--- src/rtl/dec_rv_ssc_issue_ctl_if.sv ---
// Issue-control handshake bundle: fetch-group input side and issue-result output side.
// master = upstream/consumer view, slave = issue controller view.
// Width of the group bus follows NLANES (32 bits per lane).
interface dec_rv_ssc_issue_ctl_if #(
  parameter int NLANES = 3
) ();
  logic                  in_valid;
  logic                  in_ready;
  logic [32*NLANES-1:0]  in_words;
  logic [NLANES-1:0]     in_ldmask;
  logic                  out_valid;
  logic                  out_ready;
  logic [2:0]            out_count;
  logic [NLANES-2:0]     out_flag;

  modport master (
    output in_valid, in_words, in_ldmask, out_ready,
    input  in_ready, out_valid, out_count, out_flag
  );

  modport slave (
    input  in_valid, in_words, in_ldmask, out_ready,
    output in_ready, out_valid, out_count, out_flag
  );
endinterface

--- src/rtl/dec_rv_ssc_issue_ctl.sv ---
// Multi-lane issue controller: finds how many leading lanes of a fetch group can co-issue.
// Latency 1: count/flags are registered on acceptance, out_valid the following cycle.
// Backpressure: in_ready drops on a lane-0 scoreboard hazard/full scoreboard or a held output.
module dec_rv_ssc_issue_ctl #(
  parameter int NLANES = 3,
  parameter int EN_XG3 = 1,
  parameter int SBD    = 4,
  parameter int LDLAT  = 3
) (
  input logic                  clk,
  input logic                  rst_n,
  dec_rv_ssc_issue_ctl_if.slave bus
);

  logic [5:0]        rd [NLANES];
  logic [5:0]        rs [NLANES];
  logic [5:0]        rt [NLANES];
  logic [NLANES-1:0] is_rv;
  logic [NLANES-1:0] sb_hit;
  logic [NLANES-1:0] blk;
  logic [NLANES-1:0] issue;
  logic [3:0]        free_cnt;
  logic [3:0]        ld_cnt;
  logic              lop_prev;
  logic              run;
  logic [2:0]        k;
  logic              stall;
  logic              accept;
  logic              found;

  logic [SBD-1:0]    sb_vld;
  logic [5:0]        sb_reg [SBD];
  logic [2:0]        sb_cnt [SBD];
  logic [SBD-1:0]    alloc_en;
  logic [5:0]        alloc_reg [SBD];

  // Low registers x0..x3 are treated specially for pairing.
  function automatic logic is_lop(input logic [5:0] id);
    return id[5:2] == 4'd0;
  endfunction

  function automatic logic is_lopg(input logic [5:0] id);
    return is_lop(id) && (id[1:0] == 2'b01);
  endfunction

  // Per-lane class and register field decode.
  always_comb begin
    for (int i = 0; i < NLANES; i++) begin
      is_rv[i] = (EN_XG3 == 0) || (bus.in_words[32*i +: 2] == 2'b11);
      if (is_rv[i]) begin
        rd[i] = {1'b0, bus.in_words[32*i+7  +: 5]};
        rs[i] = {1'b0, bus.in_words[32*i+15 +: 5]};
        rt[i] = {1'b0, bus.in_words[32*i+20 +: 5]};
      end else begin
        rd[i] = bus.in_words[32*i+6  +: 6];
        rs[i] = bus.in_words[32*i+16 +: 6];
        rt[i] = bus.in_words[32*i+22 +: 6];
      end
    end
  end

  // Scoreboard lookup against registered state only (this cycle's decrement is not visible).
  always_comb begin
    free_cnt = '0;
    for (int j = 0; j < SBD; j++) begin
      if (!sb_vld[j]) free_cnt = free_cnt + 4'd1;
    end
    for (int i = 0; i < NLANES; i++) begin
      sb_hit[i] = 1'b0;
      for (int j = 0; j < SBD; j++) begin
        if (sb_vld[j] && (((rs[i] != 6'd0) && (rs[i] == sb_reg[j])) ||
                          ((rt[i] != 6'd0) && (rt[i] == sb_reg[j]))))
          sb_hit[i] = 1'b1;
      end
    end
  end

  // Per-lane block conditions against earlier lanes, class, scoreboard and load capacity.
  always_comb begin
    blk      = '0;
    ld_cnt   = {3'b000, bus.in_ldmask[0]};
    lop_prev = 1'b0;
    for (int i = 1; i < NLANES; i++) begin
      lop_prev = lop_prev | is_lop(rd[i-1]) | is_lop(rs[i-1]) | is_lop(rt[i-1]);
      ld_cnt   = ld_cnt + {3'b000, bus.in_ldmask[i]};
      if (lop_prev || is_lop(rd[i]) || is_lopg(rs[i]) || is_lopg(rt[i])) blk[i] = 1'b1;
      if (is_rv[i] != is_rv[0]) blk[i] = 1'b1;
      if (sb_hit[i]) blk[i] = 1'b1;
      if (bus.in_ldmask[i] && (free_cnt < ld_cnt)) blk[i] = 1'b1;
      for (int j = 0; j < i; j++) begin
        if ((rs[i] != 6'd0) && (rs[i] == rd[j])) blk[i] = 1'b1;
        if ((rt[i] != 6'd0) && (rt[i] == rd[j])) blk[i] = 1'b1;
        if ((rd[i] != 6'd0) && (rd[i] == rd[j])) blk[i] = 1'b1;
      end
    end
  end

  // Issue window: lane 0 always, then lanes up to the first blocked one.
  always_comb begin
    run      = 1'b1;
    issue    = '0;
    issue[0] = 1'b1;
    k        = 3'd1;
    for (int i = 1; i < NLANES; i++) begin
      run      = run && !blk[i];
      issue[i] = run;
      if (run) k = k + 3'd1;
    end
  end

  assign stall        = sb_hit[0] || (bus.in_ldmask[0] && (free_cnt == 4'd0));
  assign bus.in_ready = rst_n && bus.in_valid && !stall && (!bus.out_valid || bus.out_ready);
  assign accept       = bus.in_ready;

  // Place each issued load with a nonzero Rd into the lowest slot that was free last cycle.
  always_comb begin
    alloc_en = '0;
    found    = 1'b0;
    for (int j = 0; j < SBD; j++) alloc_reg[j] = '0;
    for (int i = 0; i < NLANES; i++) begin
      if (accept && issue[i] && bus.in_ldmask[i] && (rd[i] != 6'd0)) begin
        found = 1'b0;
        for (int j = 0; j < SBD; j++) begin
          if (!found && !sb_vld[j] && !alloc_en[j]) begin
            alloc_en[j]  = 1'b1;
            alloc_reg[j] = rd[i];
            found        = 1'b1;
          end
        end
      end
    end
  end

  // Output register: load on acceptance, drop valid once consumed, hold otherwise.
  always_ff @(posedge clk or negedge rst_n) begin
    if (!rst_n) begin
      bus.out_valid <= 1'b0;
      bus.out_count <= '0;
      bus.out_flag  <= '0;
    end else if (accept) begin
      bus.out_valid <= 1'b1;
      bus.out_count <= k;
      bus.out_flag  <= ~issue[NLANES-1:1];
    end else if (bus.out_ready) begin
      bus.out_valid <= 1'b0;
    end
  end

  // Scoreboard: new loads take free slots; live entries count down and retire at 1.
  always_ff @(posedge clk or negedge rst_n) begin
    if (!rst_n) begin
      sb_vld <= '0;
      for (int j = 0; j < SBD; j++) begin
        sb_reg[j] <= '0;
        sb_cnt[j] <= '0;
      end
    end else begin
      for (int j = 0; j < SBD; j++) begin
        if (alloc_en[j]) begin
          sb_vld[j] <= 1'b1;
          sb_reg[j] <= alloc_reg[j];
          sb_cnt[j] <= 3'(LDLAT - 1);
        end else if (sb_vld[j]) begin
          if (sb_cnt[j] == 3'd1) sb_vld[j] <= 1'b0;
          else                   sb_cnt[j] <= sb_cnt[j] - 3'd1;
        end
      end
    end
  end

  logic unused_sig;
  assign unused_sig = ^{bus.in_words, blk[0], issue[0]};

endmodule
--- src/flat_wrapper.sv ---
// flat-port wrapper written by rule: the top's interface ports become plain ports
module dec_rv_ssc_issue_ctl_flat 
#(
  parameter int NLANES = 3,
  parameter int EN_XG3 = 1,
  parameter int SBD    = 4,
  parameter int LDLAT  = 3
)
  (clk, rst_n, bus_in_valid, bus_in_words, bus_in_ldmask, bus_out_ready, bus_in_ready, bus_out_valid, bus_out_count, bus_out_flag);
  dec_rv_ssc_issue_ctl_if #(.NLANES(NLANES)) bus_i ();
  input logic clk;
  input logic rst_n;
  input wire logic [$bits(bus_i.in_valid)-1:0] bus_in_valid;
  input wire logic [$bits(bus_i.in_words)-1:0] bus_in_words;
  input wire logic [$bits(bus_i.in_ldmask)-1:0] bus_in_ldmask;
  input wire logic [$bits(bus_i.out_ready)-1:0] bus_out_ready;
  output wire logic [$bits(bus_i.in_ready)-1:0] bus_in_ready;
  output wire logic [$bits(bus_i.out_valid)-1:0] bus_out_valid;
  output wire logic [$bits(bus_i.out_count)-1:0] bus_out_count;
  output wire logic [$bits(bus_i.out_flag)-1:0] bus_out_flag;
  assign bus_i.in_valid = bus_in_valid;
  assign bus_i.in_words = bus_in_words;
  assign bus_i.in_ldmask = bus_in_ldmask;
  assign bus_i.out_ready = bus_out_ready;
  assign bus_in_ready = bus_i.in_ready;
  assign bus_out_valid = bus_i.out_valid;
  assign bus_out_count = bus_i.out_count;
  assign bus_out_flag = bus_i.out_flag;
  dec_rv_ssc_issue_ctl #(.NLANES(NLANES), .EN_XG3(EN_XG3), .SBD(SBD), .LDLAT(LDLAT)) u_core (.clk(clk), .rst_n(rst_n), .bus(bus_i));
endmodule
--- config.mk ---
export PLATFORM = sky130hd
export DESIGN_NAME = dec_rv_ssc_issue_ctl_flat
export DESIGN_NICKNAME = d
export VERILOG_FILES = /design/src/rtl/dec_rv_ssc_issue_ctl_if.sv /design/src/rtl/dec_rv_ssc_issue_ctl.sv /design/src/flat_wrapper.sv
export SDC_FILE = /design/constraint.sdc
export NUM_CORES = 1
export LEC_CHECK = 0
export CAP_MARGIN = 10
export CORE_AREA = 3 3 157 159
export CTS_CLUSTER_SIZE = 14
export DETAILED_ROUTE_END_ITERATION = 7
export DIE_AREA = 0 0 160 162
export PLACE_DENSITY = 0.62
export SLEW_MARGIN = 10
export SYNTH_ARGS = -nofsm -noshare
export SYNTH_HDL_FRONTEND = slang
export SYNTH_SLANG_ARGS = --single-unit
--- constraint.sdc ---
create_clock -name clk -period 4.5 [get_ports clk]
set_input_delay 0.9 -clock clk [delete_from_list [all_inputs] [get_ports clk]]
set_output_delay 0.9 -clock clk [all_outputs]
set_load 0.02 [all_outputs]
# ---- Word level (Yosys, flattened, before mapping)
# Index checks and enable logic that the tools add are counted.
dict set report op_classes {
  n_addsub 10
  order_cmp 2
  n_eq_ne 50
  mux 117
  bitwise_logic 6
  n_reduce_logical 154
}
# op n
set op_table {}
lappend op_table {{$eq 6x6->1} 33}
lappend op_table {{$mux 6} 21}
lappend op_table {{$logic_and 1x1->1} 81}
lappend op_table {{$mux 1} 73}
lappend op_table {{$mux 24} 3}
lappend op_table {{$reduce_bool 6->1} 9}
lappend op_table {{$logic_not 4->1} 10}
lappend op_table {{$mux 3} 13}
lappend op_table {{$logic_not 1->1} 25}
lappend op_table {{$mux 4} 6}
lappend op_table {{$logic_or 1x1->1} 20}
lappend op_table {{$eq 3x1->1 const B} 4}
lappend op_table {{$sub 3x1->3 const B} 4}
lappend op_table {{$reduce_bool 2->1} 5}
lappend op_table {{$add 4x1->4 const B} 2}
lappend op_table {{$eq 2x1->1 const B} 4}
lappend op_table {{$lt 4x4->1} 2}
lappend op_table {{$ne 2x1->1 const B} 4}
lappend op_table {{$reduce_and 2->1} 4}
lappend op_table {{$eq 2x2->1 const B} 3}
lappend op_table {{$or 1x1->1} 5}
lappend op_table {{$add 4x1->4} 1}
lappend op_table {{$add 2x1->3 const B} 1}
lappend op_table {{$add 1x1->2} 1}
lappend op_table {{4 further kinds} 5}
dict set report totals {
  register_bits 46
  in_bits 103
  wordCells 351
}

# ---- Depth between registers and ports, before layout
dict set report logic_depth {
  word_depth 69
  ltp_mapped 20
}

# ---- Worst setup path before layout
# Ideal clock, no wire load.
dict set report synth_timing {
  path_kind {register to register}
  startpoint {register u_core.sb_vld[1]}
  endpoint {register u_core.sb_reg[4] (netlist name)}
  t_arrival_ns 4.474
  path_slack_ns -0.100
  path_stages_with_launch 19
  path_cell_list {dfrtp_1 -> clkbuf_1 -> inv_1 -> ha_1 -> xnor2_1 -> ha_1 -> nand2b_1 -> o31ai_1 -> ha_1 -> a2111oi_0 -> a2111oi_2 -> o21ai_1 -> or4b_4 -> nor4_4 -> nand4_2 -> nor4_2 -> a21boi_2 -> o21ai_2 -> a221o_1}
}
dict set report synth_via {
  elab_chain_len 37
}
# item line_no
set synth_rtl {}
lappend synth_rtl {{start, declared} dec_rv_ssc_issue_ctl.sv:31} ;# logic [SBD-1:0] sb_vld;
lappend synth_rtl {{start signal, assigned} dec_rv_ssc_issue_ctl.sv:152} ;# sb_vld <= '0;
lappend synth_rtl {{start signal, assigned by index} dec_rv_ssc_issue_ctl.sv:160} ;# sb_vld[j] <= 1'b1;
lappend synth_rtl {{start signal, assigned by index} dec_rv_ssc_issue_ctl.sv:164} ;# if (sb_cnt[j] == 3'd1) sb_vld[j] <= 1'b0;
lappend synth_rtl {{branches (longest 37 deep; another with $add 4x1->4)} -}
lappend synth_rtl {{end signal, assigned by index} dec_rv_ssc_issue_ctl.sv:161} ;# sb_reg[j] <= alloc_reg[j];
lappend synth_rtl {{end, declared} dec_rv_ssc_issue_ctl.sv:32} ;# logic [5:0] sb_reg [SBD];
# Several ways; the timed one is not identified. The select of a mux whose other input is x is not followed.
# A chain may end at the register's enable or synchronous reset.

# ---- Final worst setup path
dict set report layout_timing {
  startpoint {input port bus_in_words[48]}
  endpoint {register u_core.sb_reg[5] (netlist name)}
}
dict set report layout_via {
  elab_chain_len 38
}
# item line_no
set layout_rtl {}
lappend layout_rtl {{start, declared} flat_wrapper.sv:14} ;# input wire logic [$bits(bus_i.in_words)-1:0] bus_in_words;
lappend layout_rtl {{$mux 6 (*)} dec_rv_ssc_issue_ctl.sv:50} ;# if (is_rv[i]) begin
lappend layout_rtl {{$eq 6x6->1 or $reduce_bool 6->1 (tied branches)} {dec_rv_ssc_issue_ctl.sv:71, dec_rv_ssc_issue_ctl.sv:91}}
lappend layout_rtl {{$logic_and 1x1->1} dec_rv_ssc_issue_ctl.sv:71} ;# if (sb_vld[j] && (((rs[i] != 6'd0) && (rs[i] == sb_reg[j])) ||
lappend layout_rtl {{$logic_or 1x1->1} dec_rv_ssc_issue_ctl.sv:71}
lappend layout_rtl {{$logic_and 1x1->1} dec_rv_ssc_issue_ctl.sv:71}
lappend layout_rtl {{$mux 1 (4 in a row)} dec_rv_ssc_issue_ctl.sv:71}
lappend layout_rtl {{$mux 1} dec_rv_ssc_issue_ctl.sv:88} ;# if (sb_hit[i]) blk[i] = 1'b1;
lappend layout_rtl {{$mux 1} dec_rv_ssc_issue_ctl.sv:89} ;# if (bus.in_ldmask[i] && (free_cnt < ld_cnt)) blk[i] = 1'b1;
lappend layout_rtl {{(+17 left out)} -}
lappend layout_rtl {{$logic_not 1->1} dec_rv_ssc_issue_ctl.sv:124} ;# if (!found && !sb_vld[j] && !alloc_en[j]) begin
lappend layout_rtl {{$logic_and 1x1->1 (2 in a row)} dec_rv_ssc_issue_ctl.sv:124}
lappend layout_rtl {{$mux 1} dec_rv_ssc_issue_ctl.sv:124}
lappend layout_rtl {{$mux 1} dec_rv_ssc_issue_ctl.sv:121} ;# if (accept && issue[i] && bus.in_ldmask[i] && (rd[i] != 6'd0)) begin
lappend layout_rtl {{$logic_not 1->1} dec_rv_ssc_issue_ctl.sv:124}
lappend layout_rtl {{$logic_and 1x1->1 (2 in a row)} dec_rv_ssc_issue_ctl.sv:124}
lappend layout_rtl {{$mux 6 or $mux 1 (tied branches)} dec_rv_ssc_issue_ctl.sv:124}
lappend layout_rtl {{$mux 24 or $mux 4 (tied branches)} dec_rv_ssc_issue_ctl.sv:121}
# Mark *: on every way between the ends. The rest lies on a longest branch, timed or not. The select of a mux whose other input is x is not followed.

==> flow_summary.ini <==
[sta]
skew_ps = 5.978
slew_violations = 0
min_period_over_period = 0.9906
tightest_slew_ps = 1009
fin_ws_ps = 42.16
max_freq_mhz = 224.3
relSlewSlack = 0.3276
finalCriticalPeriod_ps = 4458
timing_hold_violations_final = 0
final-setup-viol-count = 0

[place]
hpwlAfterDp_um = 27970
io_buffers = 75
gp_congestion = 1.017
placedInstanceArea_mm2 = 0.01109
post-place-ws_ps = -786.1
dp.cells = 1683

[floorplanning]
rows = 56
core_mm2 = 0.02340
fp.dieW_um = 160
die_h_um = 162
die-area_mm2 = 0.02592
start_util = 0.3500
io_pins = 110

[finish]
drive_above_1_share = 0.2970
layoutNonFillerInstCount = 1706
largest_register_ff_count = 24
n_fill_cell = 2323
multi_input_area_mm2 = 0.006810
fin_nets = 1509
design_area_mm2 = 0.01185
area_growth_pct = 44.67
seqCellArea_mm2 = 0.001127
diodes = 0

[cts]
cts_sinks = 45
cts_made_buffers = 5
clk_pin_slew_ps = 70
cts_tree = done
hold_buffers = 0
cts.path.max_buffers = 2
worstSkewPairLatency_ps = 290
cts-root-buf = clkbuf_16
cts_max_level = 2

[critical_path]
r2r_start = u_core.sb_vld[1]$_DFF_PN0_
worstSetupStartpoint = bus_in_words[48]
endpoint_kind = flip-flop
regToRegSetupSlack_ps = 120
r2r_cells = 19
cp-endpoint = u_core.sb_reg[5]$_DFFE_PN0P_
crit_type = in2reg
r2r_end = u_core.sb_reg[5]$_DFFE_PN0P_
crit_fanout = 7
critPathLaunchType = primary input
cp.required_ps = 4730
cp.arrival_ps = 4690

[logic_synthesis]
syn_nets = 1226
synth.distinct_cells = 87
synth_common_cells = xnor2_1 (110), nand2_1 (85), clkbuf_1 (65), nor2_1 (58), xor2_1 (58)
synthArstFlopShare = 1.000
synth_top_cell_area_share = 0.1375
netlist_area_mm2 = 0.008190
synth_ff_type = dfrtp_1
synth.avg_cell_area_um2 = 7.426
synth_cells = 1103
synth-seq-cells = 45
yosysWarnings = 0
synthTopCellsByArea = dfrtp_1 (14%), xnor2_1 (12%), xor2_1 (6.2%), mux2i_1 (5.3%), nand2_1 (3.9%)
synth_edf_count = 0
yosysSeqAreaShare = 0.1375
synth_most_common_cell = xnor2_1
synth_top_cell_by_area = dfrtp_1

[power]
combPwrFrac = 0.702
p_int_uw = 2209
power_switching_uw = 2127
swShare = 0.4906
vdd_ir_drop_max_mv = 0.2423
p_leak_uw = 0.005058
pwr-share-clk = 0.088
cellPowerDensity_mw_per_mm2 = 365.9
seq_power_share = 0.210

[outcome]
status = finished clean

[detailed_routing]
ant_nets = 0
drcViolationCount = 0
wl_per_cell_um = 21.48
viasPerCell = 5.903
routed_wl_um = 36640
drt-initial-drc-count = 970
first_pass_iters = 8
via_count = 10070

[global_route]
grt_max_degree = 46
gr-total-overflow = 0
grt_pass1_wl_um = 55320
antenna_found_initial = 0
grt_pass1_vias = 9513
grt_use_total = 0.2689

[job]
cap_violations = 0

[worst_hold_path]
min_path_type = reg2reg
==> power groups by stage <==
stage	Clock (µW)	Sequential, µW	Combinational (µW)
floorplan	0	674	1740
global placement	0	881	2670
detailed placement	0	883	2720
CTS	384	877	2880
global route	403	915	3260
finish	381	911	3040
==> cell families (layout without fill, tap and decap cells) <==
logic type / Yosys count / in the layout / share of synthesized area
XOR/XNOR: 169 / 169 / 0.1824
buffers and inverters: 165 / 449 / 0.08203
AO/OA/AOI/OAI: 313 / 313 / 0.2790
flip-flops: 45 / 45 / 0.1375
multiplexers: 56 / 56 / 0.07302
AND/OR/NAND/NOR: 333 / 333 / 0.2130
other: 1 / 1 / 0.0004579
adder cells (fa/ha/maj): 21 / 21 / 0.03269
==> metal layers <==
layer	routed length [µm]	track usage
met1	15360	0.3647
met2	16500	0.4427
met3	3154	0.03290
met4	1624	0.09389
met5	0	0
==> timing repair <==
action,4_1_cts,5_1_grt
pin swaps,16,27
resized for setup,55,75
cloned,0,1
setup buffers,9,6
endpoints found under the setup margin,39,40
==> worst max-delay path: stages <==
cell and delay [ps]:
clkdlybuf4s50_1 640, and3b_1 240, buf_4 140, o21ai_0 200, o2111a_1 220, nand4_1 130, o22a_1 220, o22ai_1 260
nor4_4 50, buf_4 160, buf_6 130, and2_4 180, maj3_2 330, or2_4 280, a211oi_4 380, a221o_1 220
==> final cells by class <==
type                    instances  share of cell area
repair buffers                380              0.2644
clock buffers                   5             0.01056
clock inverters                 3            0.002112
multi-input cells             893              0.5748
well taps                     319             0.03369
flip-flops and latches         45             0.09514
inverters                      61             0.01932
==> through the flow <==
stage / hold WS, ps / TNS, ps / total power (µW) / util
after global placement: 475.9 / -23460 / 3549 / 0.4738
after global routing: 513.3 / -647.7 / 4581 / 0.5063
final: 487.7 / 0 / 4336 / 0.5063
after detailed placement: 475.5 / -25490 / 3599 / 0.4738
after floorplan: 476.8 / 0 / 2410 / -
after CTS: 496.2 / 0 / 4143 / 0.4917
==> worst min-delay path by stage <==
stage                                          endpoint  cells past startpoint                                 from  slack (ps)
floorplan                  u_core.sb_cnt[4]$_DFFE_PN0P_                      2         u_core.sb_cnt[4]$_DFFE_PN0P_         480
global placement    u_core.bus.out_count[1]$_DFFE_PN0N_                      1  u_core.bus.out_count[1]$_DFFE_PN0N_         480
detailed placement  u_core.bus.out_count[1]$_DFFE_PN0N_                      1  u_core.bus.out_count[1]$_DFFE_PN0N_         480
CTS                 u_core.bus.out_count[1]$_DFFE_PN0N_                      1  u_core.bus.out_count[1]$_DFFE_PN0N_         500
global route        u_core.bus.out_count[1]$_DFFE_PN0N_                      1  u_core.bus.out_count[1]$_DFFE_PN0N_         510
finish              u_core.bus.out_count[1]$_DFFE_PN0N_                      1  u_core.bus.out_count[1]$_DFFE_PN0N_         490
==> cells in the final DEF, fill, tap and decap left out, drive strengths merged, types with 9 or more instances in the layout <==
cell type	count
a211oi	20
or3	9
mux2i	48
nor3	34
o21ai	55
o221ai	10
xor2	58
a22oi	14
nand2	86
a21oi	44
nor2b	13
o22ai	18
xnor2	110
buf	306
nand2b	11
nand4	19
ha	19
a31oi	11
nor4	21
o2111ai	14
nor2	58
a221o	13
a221oi	11
clkdlybuf4s50	55
and2	10
a21boi	14
a2111oi	14
inv	60
dlymetal6s2s	11
nand3	28
dfrtp	45
Power figures use the tool's default switching activity.
